--- config.mk ---
export PLATFORM = sky130hd
export DESIGN_NAME = registro_etapa_vec
export DESIGN_NICKNAME = d
export VERILOG_FILES = /design/src/rtl/registro_etapa_pkg.sv /design/src/rtl/registro_etapa_slot.sv /design/src/rtl/registro_etapa_vec.sv
export SDC_FILE = /design/constraint.sdc
export NUM_CORES = 1
export LEC_CHECK = 0
export ABC_AREA = 1
export CAP_MARGIN = 25
export CORE_UTILIZATION = 30
export DETAILED_ROUTE_END_ITERATION = 8
export PLACE_DENSITY = 0.62
export SLEW_MARGIN = 20
export SYNTH_ARGS = -nofsm -noshare
export SYNTH_HDL_FRONTEND = slang
export SYNTH_HIERARCHICAL = 1
export SYNTH_SLANG_ARGS = --single-unit
--- constraint.sdc ---
create_clock -name clk -period 1.7 [get_ports clk]
set_input_delay 0.255 -clock clk [delete_from_list [all_inputs] [get_ports clk]]
set_output_delay 0.255 -clock clk [all_outputs]
set_load 0.02 [all_outputs]
--- src/rtl/registro_etapa_pkg.sv ---
// rtl/registro_etapa_pkg.sv - shared constants for the registro_etapa_vec pipeline stage
//
// Holds the occupancy state encoding, the default payload widths and the bit
// offsets of the fields in the 16-bit control bundle (MSB first: sel_op,
// sel_int, sel_vec[1:0], opcode[3:0], sel_pcmem, sum_mem, sel_mem, sel_data,
// mem_wr, sel_wb, reg_wrv, reg_wrs).
package registro_etapa_pkg;

    localparam logic [1:0] ST_EMPTY = 2'd0;
    localparam logic [1:0] ST_ONE   = 2'd1;
    localparam logic [1:0] ST_TWO   = 2'd2;

    localparam int DEF_NLANES = 4;
    localparam int DEF_LANE_W = 8;
    localparam int DEF_SCA_W  = 8;
    localparam int DEF_DEST_W = 3;
    localparam int DEF_CTRL_W = 16;

    localparam int DEF_PAYLOAD_W = 3 * DEF_NLANES * DEF_LANE_W + 3 * DEF_SCA_W
                                 + DEF_DEST_W + DEF_CTRL_W;

    localparam int CTRL_SEL_OP    = 15;
    localparam int CTRL_SEL_INT   = 14;
    localparam int CTRL_SEL_VEC   = 12;
    localparam int CTRL_OPCODE    = 8;
    localparam int CTRL_SEL_PCMEM = 7;
    localparam int CTRL_SUM_MEM   = 6;
    localparam int CTRL_SEL_MEM   = 5;
    localparam int CTRL_SEL_DATA  = 4;
    localparam int CTRL_MEM_WR    = 3;
    localparam int CTRL_SEL_WB    = 2;
    localparam int CTRL_REG_WRV   = 1;
    localparam int CTRL_REG_WRS   = 0;

endpackage

--- src/rtl/registro_etapa_slot.sv ---
// rtl/registro_etapa_slot.sv - load-enabled payload register for one stage slot
//
// Ports: clk, rst (sync, active-high, clears to zero), load (capture d),
// d / q (flattened payload of width W).
module registro_etapa_slot
    import registro_etapa_pkg::*;
#(
    parameter int W = DEF_PAYLOAD_W
) (
    input  logic         clk,
    input  logic         rst,
    input  logic         load,
    input  logic [W-1:0] d,
    output logic [W-1:0] q
);

    always_ff @(posedge clk) begin
        if (rst) begin
            q <= '0;
        end else if (load) begin
            q <= d;
        end
    end

endmodule

--- src/rtl/registro_etapa_vec.sv ---
// rtl/registro_etapa_vec.sv - parametrised vector pipeline-stage register with valid/ready
//
// Ports: clk, rst (sync, active-high), flush (drop held and incoming entries);
// upstream in_valid/in_ready with in_vec1, in_vec2, in_vfs, in_sca, in_imm,
// in_shift, in_dest, in_ctrl; downstream out_valid/out_ready with the matching
// out_* payload. out_ctrl reads zero whenever out_valid is low.
// Build option REGISTRO_ETAPA_SKID_EN adds a second (skid) slot so that
// in_ready comes straight from a register; without it a single slot is used
// and in_ready is combinational from out_ready.
module registro_etapa_vec
    import registro_etapa_pkg::*;
#(
    parameter int NLANES = DEF_NLANES,
    parameter int LANE_W = DEF_LANE_W,
    parameter int SCA_W  = DEF_SCA_W,
    parameter int DEST_W = DEF_DEST_W,
    parameter int CTRL_W = DEF_CTRL_W
) (
    input  logic                     clk,
    input  logic                     rst,
    input  logic                     flush,
    input  logic                     in_valid,
    output logic                     in_ready,
    input  logic [NLANES*LANE_W-1:0] in_vec1,
    input  logic [NLANES*LANE_W-1:0] in_vec2,
    input  logic [NLANES*LANE_W-1:0] in_vfs,
    input  logic [SCA_W-1:0]         in_sca,
    input  logic [SCA_W-1:0]         in_imm,
    input  logic [SCA_W-1:0]         in_shift,
    input  logic [DEST_W-1:0]        in_dest,
    input  logic [CTRL_W-1:0]        in_ctrl,
    output logic                     out_valid,
    input  logic                     out_ready,
    output logic [NLANES*LANE_W-1:0] out_vec1,
    output logic [NLANES*LANE_W-1:0] out_vec2,
    output logic [NLANES*LANE_W-1:0] out_vfs,
    output logic [SCA_W-1:0]         out_sca,
    output logic [SCA_W-1:0]         out_imm,
    output logic [SCA_W-1:0]         out_shift,
    output logic [DEST_W-1:0]        out_dest,
    output logic [CTRL_W-1:0]        out_ctrl
);

    localparam int VEC_W = NLANES * LANE_W;
    localparam int PAY_W = 3 * VEC_W + 3 * SCA_W + DEST_W + CTRL_W;

    logic [PAY_W-1:0]  in_payload;
    logic [PAY_W-1:0]  main_d;
    logic [PAY_W-1:0]  main_q;
    logic [CTRL_W-1:0] main_ctrl;
    logic [1:0]        state_q;
    logic [1:0]        state_d;
    logic              main_load;
    logic              accept;
    logic              drain;

    assign in_payload = {in_vec1, in_vec2, in_vfs, in_sca, in_imm, in_shift, in_dest, in_ctrl};
    assign {out_vec1, out_vec2, out_vfs, out_sca, out_imm, out_shift, out_dest, main_ctrl} = main_q;

    assign out_valid = (state_q != ST_EMPTY);
    assign accept    = in_valid && in_ready;
    assign drain     = out_valid && out_ready;

    // Bubbles must never carry a live write enable downstream.
    assign out_ctrl  = out_valid ? main_ctrl : '0;

    always_ff @(posedge clk) begin
        if (rst) begin
            state_q <= ST_EMPTY;
        end else begin
            state_q <= state_d;
        end
    end

    registro_etapa_slot #(.W(PAY_W)) u_main (
        .clk  (clk),
        .rst  (rst),
        .load (main_load),
        .d    (main_d),
        .q    (main_q)
    );

`ifdef REGISTRO_ETAPA_SKID_EN
    logic [PAY_W-1:0] skid_q;
    logic             skid_load;
    logic             in_ready_q;

    // Main slot always holds the oldest entry; skid only ever fills behind it.
    always_comb begin
        state_d   = state_q;
        main_load = 1'b0;
        skid_load = 1'b0;
        main_d    = in_payload;
        if (flush) begin
            state_d = ST_EMPTY;
        end else begin
            case (state_q)
                ST_EMPTY: begin
                    if (accept) begin
                        main_load = 1'b1;
                        state_d   = ST_ONE;
                    end
                end
                ST_ONE: begin
                    if (accept && !drain) begin
                        skid_load = 1'b1;
                        state_d   = ST_TWO;
                    end else if (accept) begin
                        main_load = 1'b1;
                    end else if (drain) begin
                        state_d = ST_EMPTY;
                    end
                end
                ST_TWO: begin
                    if (drain) begin
                        main_load = 1'b1;
                        main_d    = skid_q;
                        state_d   = ST_ONE;
                    end
                end
                default: state_d = ST_EMPTY;
            endcase
        end
    end

    registro_etapa_slot #(.W(PAY_W)) u_skid (
        .clk  (clk),
        .rst  (rst),
        .load (skid_load),
        .d    (in_payload),
        .q    (skid_q)
    );

    // Registered from next state so in_ready never combinationally sees out_ready.
    always_ff @(posedge clk) begin
        if (rst) begin
            in_ready_q <= 1'b1;
        end else begin
            in_ready_q <= (state_d != ST_TWO);
        end
    end

    assign in_ready = in_ready_q;
`else
    assign in_ready = !out_valid || out_ready;
    assign main_d   = in_payload;

    always_comb begin
        state_d   = state_q;
        main_load = 1'b0;
        if (flush) begin
            state_d = ST_EMPTY;
        end else if (accept) begin
            main_load = 1'b1;
            state_d   = ST_ONE;
        end else if (drain) begin
            state_d = ST_EMPTY;
        end
    end
`endif

endmodule

### Yosys cells after proc, flatten, opt, wreduce, memory -nomap -nowiden

Cells that the tools add are included.

* memory bits (writable): 0
* bits of input ports: 144
* logic and storage cells: 13
* flip-flop bits (word level): 140
* memory bits (read-only): 0
* memories kept: 0
* bits in latches: 0
* output and inout bits: 141

* multiply operators: 0
* add/subtract/negate cells: 0
* reduce and logical (&&, ||, !) cells: 6
* multiplexer cells: 5
* bitwise gates (word level): 0
* order comparisons: 0
* div/mod/pow operators: 0
* eq/ne operators: 0
* shift-type cells: 0

Operators by type and width (count)
* $mux 16: 1
* $mux 1: 4
* $logic_and 1x1->1: 2
* $reduce_bool 2->1: 1
* $reduce_or 2->1: 1
* $logic_not 1->1: 1
* $logic_or 1x1->1: 1

### Longest topological paths before layout

Gate-level depths: netlist of the first run.

* depth after elaboration: 5
* gate-level depth with buffers: 10
* mapped depth without buffers: 7

### Modules after synthesis

Netlist of the first run, hierarchy kept.

By module, submodules not included
* registro_etapa_slot: sequential area each 2782.7 um^2, area each 5780.5 um^2, instances 1, cells an instance 881
* registro_etapa_vec: sequential area each 20.0 um^2, area each 209.0 um^2, instances 1, cells an instance 44

### Least setup slack after synthesis of the first run

OpenSTA, ideal clock, no wires.

* path type: reg2reg
* from: register state_q[0]
* to: register u_main.q[100]
* setup time: 0.113 ns
* setup slack: 0.273 ns
* stages on the path, launching flop included: 11
* clock period less this slack: 1.427 ns
* path buffers: 4
* arrival: 1.314 ns
* data required time: 1.587 ns
* cell sequence: dfxtp_1 buf_6 nand2_4 nand2_1 nor2_1 buf_6 buf_6 buf_6 nand2_1 nand2_1 nor2_1

* word-level cells in the longest chain between the ends: 5

RTL lines
* start, declared: RTL line registro_etapa_vec.sv:51 `logic [1:0] state_q;`
* start signal, assigned: RTL line registro_etapa_vec.sv:71 `state_q <= state_d;`
* $logic_not 1->1: RTL line registro_etapa_vec.sv:145 `assign in_ready = !out_valid || out_ready;`
* $logic_or 1x1->1: RTL line registro_etapa_vec.sv:145
* named net in_ready: RTL line registro_etapa_vec.sv:23 `output logic in_ready,`
* $logic_and 1x1->1: RTL line registro_etapa_vec.sv:61 `assign accept = in_valid && in_ready;`
* $mux 1: RTL line registro_etapa_vec.sv:153 `end else if (accept) begin`
* $mux 1: RTL line registro_etapa_vec.sv:151 `if (flush) begin`
* named net main_load: RTL line registro_etapa_vec.sv:53 `logic main_load;`
* end signal, assigned: RTL line registro_etapa_slot.sv:19 `q <= '0;`
* end signal, assigned: RTL line registro_etapa_slot.sv:21 `q <= d;`
* end, declared: RTL line registro_etapa_slot.sv:14 `output logic [W-1:0] q`

The timed path passes the listed nets, and every way through them passes these cells.
A chain may end at the register's enable or synchronous reset.

### Worst setup path in the final report of the first run

* from: register u_main.q[22]
* to: output out_shift[3]

RTL lines
* end, declared: RTL line registro_etapa_vec.sv:39 `output logic [SCA_W-1:0] out_shift,`

No word-level cell between the ends.

==> results by group, run 1 <==
Routing
  – Final antenna-violating net count: 0
  – Initial DRC Count: about 130
  – DRT Wirelength: 15.9 mm
  – Via density: 3.90
  – Vias: a little under 6k
  – # DRC: 0
  – Routed length per placed instance: roughly 11 µm
  – Drt pass-1 iters: 4

Yosys
  – Count leader, synth: nand2_1
  – Synth cell count leaders: nand2_1, nor2_1, inv_1, dfxtp_1, buf_6
  – Yosys Warn Count: 6
  – Area contributors post-synth: dfxtp_1, nand2_1, nor2_1
  – Dominant cell type by area after synthesis: dfxtp_1
  – Synthesized flop and latch total: 140
  – Library cells used by synthesis: 11
  – Post-synth net total: between 1k and 1.5k
  – Ys async rst share: 0%
  – Synthesized area: 5990 µm²
  – Synth Area per Inst: between 6 and 7 µm²
  – Mapped Cells: ~900
  – Post-synth EDFFs: 0
  – Register area share after synthesis: a little under half
  – Top cell type's share of synthesized area: 46.8%
  – Prevailing post-synth register cell: dfxtp_1

Worst setup path
  – Worst-path cell chain: clkdlybuf4s50_1
  – Reg2reg start: state_q[0]
  – Largest delay share family, worst path: buffers and inverters
  – Cells on worst reg2reg path: 9
  – Critical Path RT: approximately 1.4 ns
  – CP max FO: 2
  – R2R Setup Slk: between 0.2 and 0.3 ns
  – Critical path's largest stage delay: approximately 0.64 ns
  – Startpoint Class: flip-flop
  – Crit path DAT: approximately 1.4 ns
  – Crit-path slowest cell: clkdlybuf4s50_1
  – CP startpoint: u_main/q[22]
  – Critical Setup Path Class: reg -> out
  – Capturing point of the worst reg2reg path: u_main/q[105]
  – Buf+Inv Stages, Crit Path: 1
  – Crit. End Element: output pin

Timing
  – Setup violators final: 0
  – Max Slew Vio Count: 0
  – Final period utilization: 96.7%
  – Max-slew headroom: between 70% and 80%
  – Worst-Margin Slew: 0.360 ns
  – Hold slack: about 0.44 ns
  – Setup TNS: 0 ns
  – Hold Fails Final Rpt: 0
  – Max frequency: between 600 and 700 MHz
  – Worst clock skew: around 0.0046 ns
  – Unrepaired setup endpoints after global routing: false
  – Min cycle time layout: 1.64 ns
  – Setup ws final: 0.0557 ns

Worst hold path
  – Hold_sp: in_vec1[15]
  – Hold Crit Endpoint: u_main/q[122]
  – Min-delay worst type: in -> reg
  – Worst hold path cell count: 5

Die
  – # rows: about 50
  – Core Box Area: between 15000 and 20000 µm²
  – Die Ht: between 100 and 150 µm
  – Initial core utilization: between 30% and 40%
  – IO Count: approximately 290
  – Die area: approximately 21000 µm²
  – Die width: around 140 µm

Clock network
  – Clock net sink count: 140
  – CTS tree: built
  – CTS Buffer Depth: 2
  – Clk slew on worst S/H paths: about 0.060 ns
  – Post-CTS Setup Bufs: 0
  – Clk root buf: clkbuf_16
  – TritonCTS buffer count: 17
  – H-tree Lvls: 4
  – Clock Latency Late Sink: between 0.4 and 0.5 ns

Power and ir drop
  – Power per cell area: 943 nW/µm²
  – P_leak: between 0.004 and 0.005 µW
  – VDD IR-drop max: between 0.6 and 0.7 mV

GRT
  – GRT Total Usage: about 15%
  – Top Usage Layer GRT: met2
  – Largest net degree at the start of global routing: 76
  – Vias in the first global route: between 5k and 6k
  – Gr ovfl total: 0
  – GRT met3 Usage: approximately 6.9%
  – First-pass GRT wire length: between 20 and 30 mm
  – GR Util met2: between 20% and 30%
  – Initial antenna violation count: 0
  – GR Util met1: 17.2%

Finish
  – Area growth syn-to-layout: 61.4%
  – Fin util: roughly 50%
  – Final nets: 1348
  – Share of post-route cells with drive strength above 1: under 10%
  – ANT cells: 0
  – Filler Cell Count: around 2.0k

Placed design
  – Port bufs: roughly 280
  – Hpwl dp: around 12 mm
  – Placer Congestion: about 0.75
  – Pre-CTS WS: -0.0401 ns

Run
  – Max cap viols: 0

Status
  – Status: finished, final reports clean
==> through the flow <==
stage	cells	power [µW]	area, µm²
finish	1482	9120	9670
global route	1482	9590	9670
CTS	1482	9270	9660
detailed placement	1450	5410	9080
global placement	1450	5400	9080
floorplan	925	4550	5990
==> power breakdown <==
part / leakage [µW] / switching, µW / internal, µW / total (µW)
logic: 0.00336 / 809 / 892 / 1700
registers: 0.00115 / 110 / 3510 / 3620
clock network: 0.000274 / 1470 / 2330 / 3800
total: 0.00479 / 2390 / 6730 / 9120
==> worst register-to-register path: cells and delay by family (launching register included) <==
family                 cells  cell delay [ns]
buffers and inverters      3             0.56
and+or+nand+nor            6             0.50
DFF                        1             0.31
==> cell usage in the layout (no fill, tap or decap) <==
| cell | instances |
|---|---|
| inv_4 | 1 |
| clkdlybuf4s50_1 | 264 |
| clkbuf_1 | 3 |
| dfxtp_1 | 140 |
| clkbuf_2 | 1 |
| bufinv_16 | 3 |
| clkinvlp_4 | 5 |
| clkbuf_16 | 17 |
| inv_6 | 4 |
| nand2_4 | 1 |
| buf_4 | 13 |
| buf_12 | 11 |
| dlymetal6s2s_1 | 2 |
| inv_1 | 159 |
| nand2_1 | 296 |
| clkdlybuf4s15_1 | 6 |
| nor2_4 | 1 |
| dlygate4sd2_1 | 11 |
| nor2_1 | 278 |
| a21oi_1 | 1 |
==> final cells by class <==
class                           instances  area [µm²]  area share, %
Sequential cell                       140        2800           29.0
Clock inverter                         12         163           1.68
Timing Repair Buffer                  308        3150           32.6
Tap cell                              265         332           3.43
Multi-Input combinational cell        577        2180           22.6
Inverter                              160         603           6.24
Clock buffer                           20         437           4.52
==> worst max path at each step <==
| stage | end | slack [ns] | cells past startpoint |
|---|---|---|---|
| finish | out_shift[3] | 0.06 | 1 |
| global route | out_ctrl[10] | 0.0004 | 4 |
| CTS | out_imm[2] | 0.01 | 1 |
| detailed placement | u_main/q[117] | -0.04 | 10 |
| global placement | u_main/q[97] | -0.02 | 10 |
| floorplan | u_main/q[100] | 0.27 | 10 |
==> registers in the layout (all words and copies together), names as in the netlist <==
register and cells:
state_q 1, u_main/q 139
==> repair_timing <==
| action | 4_1_cts | 5_1_grt |
|---|---|---|
| setup endpoints to repair | 18 | 9 |
| resized for setup | 18 | 10 |
| hold buffers | 0 | 0 |
==> metal layers <==
layer	part of all wire, %	routed length, µm
met1	43	6790
met2	46	7250
met3	11	1710
met4	0.89	141
met5	0	0
==> cell families after synthesis <==
kind of cell | synth area share [%]
simple gates | 36.2
buf+inv | 16.9
flops | 46.8
compound gates | 0.0835
Note: power is estimated with default switching activity, not from simulation.
==> run 2: changes to the inputs <==
Settings changed: CORE_MARGIN from default to 3, SETUP_SLACK_MARGIN from default to 0.4, TNS_END_PERCENT from default to 20.
==> run 2 against run 1 <==
Sequential power about the same. Utilization increased by 2.5 points. Sequential share of layout area decreased by 1.4 points. Power increased by 3.6%. Critical endpoint is now u_main/q[46]. Largest power group unchanged. Flip-flop and latch count unchanged.
==> results by group, run 2 (synthesis results as in run 1) <==
Finish
  – Biggest regs: u_main/q (139), state_q (1) (unchanged)
  – Area growth syn-to-layout: 69.6% (was 61.4%)
  – Final nets: 1375 (was 1348)
  – Share of post-route cells with drive strength above 1: 14.1% (was 4.68%)
  – Commonest cells after routing, fill and taps aside: nor2_1, nand2_1, inv_1 (was nand2_1, nor2_1, clkdlybuf4s50_1)
  – Top reg by flops: u_main/q (unchanged)
  – Commonest non-fill, non-tap cell in the layout: nor2_1 (was nand2_1)
  – Max reg flops: 139 (unchanged)
  – Final instance area: 10200 µm² (was 9670 µm²)
  – ANT cells: 0 (unchanged)

Timing
  – Worst clock skew: 0.00819 ns (was 0.00457 ns)
  – Unrepaired setup endpoints after global routing: true (was false)
  – Min cycle time layout: 1.56 ns (was 1.64 ns)
  – Final period utilization: 92.0% (was 96.7%)
  – Max Slew Vio Count: 0 (unchanged)
  – Hold Fails Final Rpt: 0 (unchanged)
  – Setup violators final: 0 (unchanged)
  – Setup TNS: 0 ns (unchanged)
  – Hold slack: 0.438 ns (was 0.441 ns)
  – Max-slew headroom: 82.0% (was 76.0%)
  – Max frequency: 640 MHz (was 608 MHz)
  – Worst-Margin Slew: 0.270 ns (was 0.360 ns)

Die
  – IO Count: 285 (unchanged)
  – Initial core utilization: 30.7% (unchanged)
  – Die width: 147 µm (was 143 µm)
  – Die Ht: 147 µm (was 143 µm)
  – Die area: 21700 µm² (was 20500 µm²)
  – Core Box Area: 19500 µm² (unchanged)
  – # rows: 51 (unchanged)

Worst setup path
  – Buf+Inv Stages, Crit Path: 5 (was 1)
  – Critical path's largest stage delay: 0.35 ns (was 0.64 ns)
  – Largest delay share family, worst path: buffers and inverters (unchanged)
  – Cells on worst reg2reg path: 11 (was 9)
  – Crit path DAT: 1.87 ns (was 1.39 ns)
  – Critical Setup Path Class: reg -> reg (was reg -> out)
  – Critical Path RT: 2.01 ns (was 1.44 ns)
  – Crit. End Element: flip-flop (was output pin)
  – Worst-path cell chain: buf_6 > buf_6 > nand2_8 > nand2_4 > nor2_4 > buf_12 > clkbuf_16 > clkbuf_16 > nand2_1 > nand2_1 > nor2_1 (was clkdlybuf4s50_1)
  – WP depth: 11 (was 1)
  – Crit-path slowest cell: dfxtp_4 (was clkdlybuf4s50_1)
  – Startpoint Class: flip-flop (unchanged)
  – CP max FO: 8 (was 2)

GRT
  – Largest net degree at the start of global routing: 50 (was 76)
  – Vias in the first global route: 5318 (was 5247)
  – Gr ovfl total: 0 (unchanged)
  – GRT Total Usage: 15.4% (about the same)
  – First-pass GRT wire length: 27.1 mm (was 25.0 mm)
  – Initial antenna violation count: 0 (unchanged)

Clock network
  – CTS tree: built (unchanged)
  – H-tree Lvls: 4 (unchanged)
  – Post-CTS Hold Buffers: 0 (unchanged)
  – CTS Buffer Depth: 2 (unchanged)
  – Clock Latency Late Sink: 0.41 ns (about the same)
  – TritonCTS buffer count: 17 (unchanged)
  – Clock net sink count: 140 (unchanged)
  – Clk root buf: clkbuf_16 (unchanged)
  – Clk slew on worst S/H paths: 0.06 ns (about the same)

Routing
  – Routed length per placed instance: 12.2 µm (was 10.7 µm)
  – Via density: 3.99 (was 3.90)
  – # DRC: 0 (unchanged)
  – Initial DRC Count: 174 (was 132)
  – Final antenna-violating net count: 0 (unchanged)
  – DRT Wirelength: 18.5 mm (was 15.9 mm)
  – Vias: 6021 (was 5785)
  – Drt pass-1 iters: 6 (was 4)

Placed design
  – Post-DP Area: 9100 µm² (was 9080 µm²)
  – Placer Congestion: 0.777 (was 0.749)
  – Port bufs: 284 (unchanged)
  – Hpwl dp: 12.4 mm (was 11.6 mm)

Status
  – Status: finished, final reports clean (unchanged)

Power and ir drop
  – Psw: 2510 µW (was 2390 µW)
  – Seq pwr share: 38.3% (was 39.7%)
  – Clock Power Share: 43.0% (was 41.6%)
  – Cell Int Power: 6940 µW (was 6730 µW)
  – Switching share of power: 26.5% (was 26.2%)
  – P_leak: 0.00548 µW (was 0.00479 µW)
  – Power per cell area: 929 nW/µm² (was 943 nW/µm²)
  – VDD IR-drop max: 0.603 mV (was 0.602 mV)
  – Fraction of power consumed by combinational cells: 18.7% (about the same)

Run
  – Max cap viols: 0 (unchanged)

Worst hold path
  – Min-delay worst type: in -> reg (unchanged)
  – Worst hold path cell count: 5 (unchanged)
==> run 2: cell count changes in the layout (fill, tap and decap cells not counted), sizes merged <==
| cell | change |
|---|---|
| dlymetal6s2s | -2 |
| clkbuf | +8 |
| bufinv | +1 |
| dlygate4sd2 | +76 |
| inv | -1 |
| clkinvlp | -3 |
| clkinv | +3 |
| clkdlybuf4s15 | +6 |
| buf | +60 |
| clkdlybuf4s50 | -121 |
==> run 2: worst reg2reg max path: stages (launching register included) <==
cell and delay (ns):
dfxtp_4 0.35, buf_6 0.11, buf_6 0.12, nand2_8 0.06, nand2_4 0.05, nor2_4 0.12
buf_12 0.15, clkbuf_16 0.19, clkbuf_16 0.16, nand2_1 0.05, nand2_1 0.06, nor2_1 0.04
==> run 2: what timing repair did <==
action,4_1_cts,5_1_grt
cloned,1,11
resized for setup,335,52
pin swaps,1,21
setup endpoints to repair,276,255
buffers inserted,11,5
==> run 2: final cells by class <==
cell class                 count  area, µm²
inverter                     160        603
sequential                   140       2810
fill                        1935       9370
tap                          265        332
clock inverter                12        185
multi-input combinational    577       2340
clock buffer                  20        457
timing repair buffer         335       3440
==> run 2: final timing paths <==
| check | startpoint | slack, ns | to |
|---|---|---|---|
| worst max register to register | state_q[0] | 0.14 | u_main/q[46] |
| worst max-delay path | state_q[0] | 0.14 | u_main/q[46] |
| worst min register to register | u_main/q[56] | 0.46 | u_main/q[56] |
| worst min-delay path | in_dest[0] | 0.44 | u_main/q[16] |
==> run 2: layer usage <==
layer  wire length, µm  GRT usage, %  vias to the layer above
met5                 0             0                        -
met4               182          4.43                        0
met3              1730          6.45                       16
met2              8440          24.9                      195
met1              8120          18.9                     2589
li1                  -             -                     3221
==> run 2: metrics by stage <==
step | power [µW] | std cells | utilization, % | worst slack (ns)
after floorplan | 4550 | 925 | - | 0.356
after global placement | 5410 | 1449 | 46.6 | -0.0883
after detailed placement | 5430 | 1449 | 46.6 | -0.104
after CTS | 9440 | 1493 | 49.6 | 0.119
after global routing | 9890 | 1509 | 52.0 | 0.0677
final | 9440 | 1509 | 52.0 | 0.137
==> run 2: power groups by stage <==
| stage | registers [µW] | clock network (µW) | logic (µW) |
|---|---|---|---|
| 3_5_place_dp | 3700 | 0 | 1730 |
| 6_report | 3620 | 4060 | 1760 |
| 4_1_cts | 3620 | 4180 | 1640 |
| 3_3_place_gp | 3690 | 0 | 1720 |
| 5_1_grt | 3640 | 4320 | 1930 |
| 2_1_floorplan | 3930 | 0 | 626 |
==> run 3: changes to the inputs <==
Settings changed: GPL_ROUTABILITY_DRIVEN from default to 1.
==> results of run 3 <==
Final layout, timing and power as in run 2 (identical DEF).
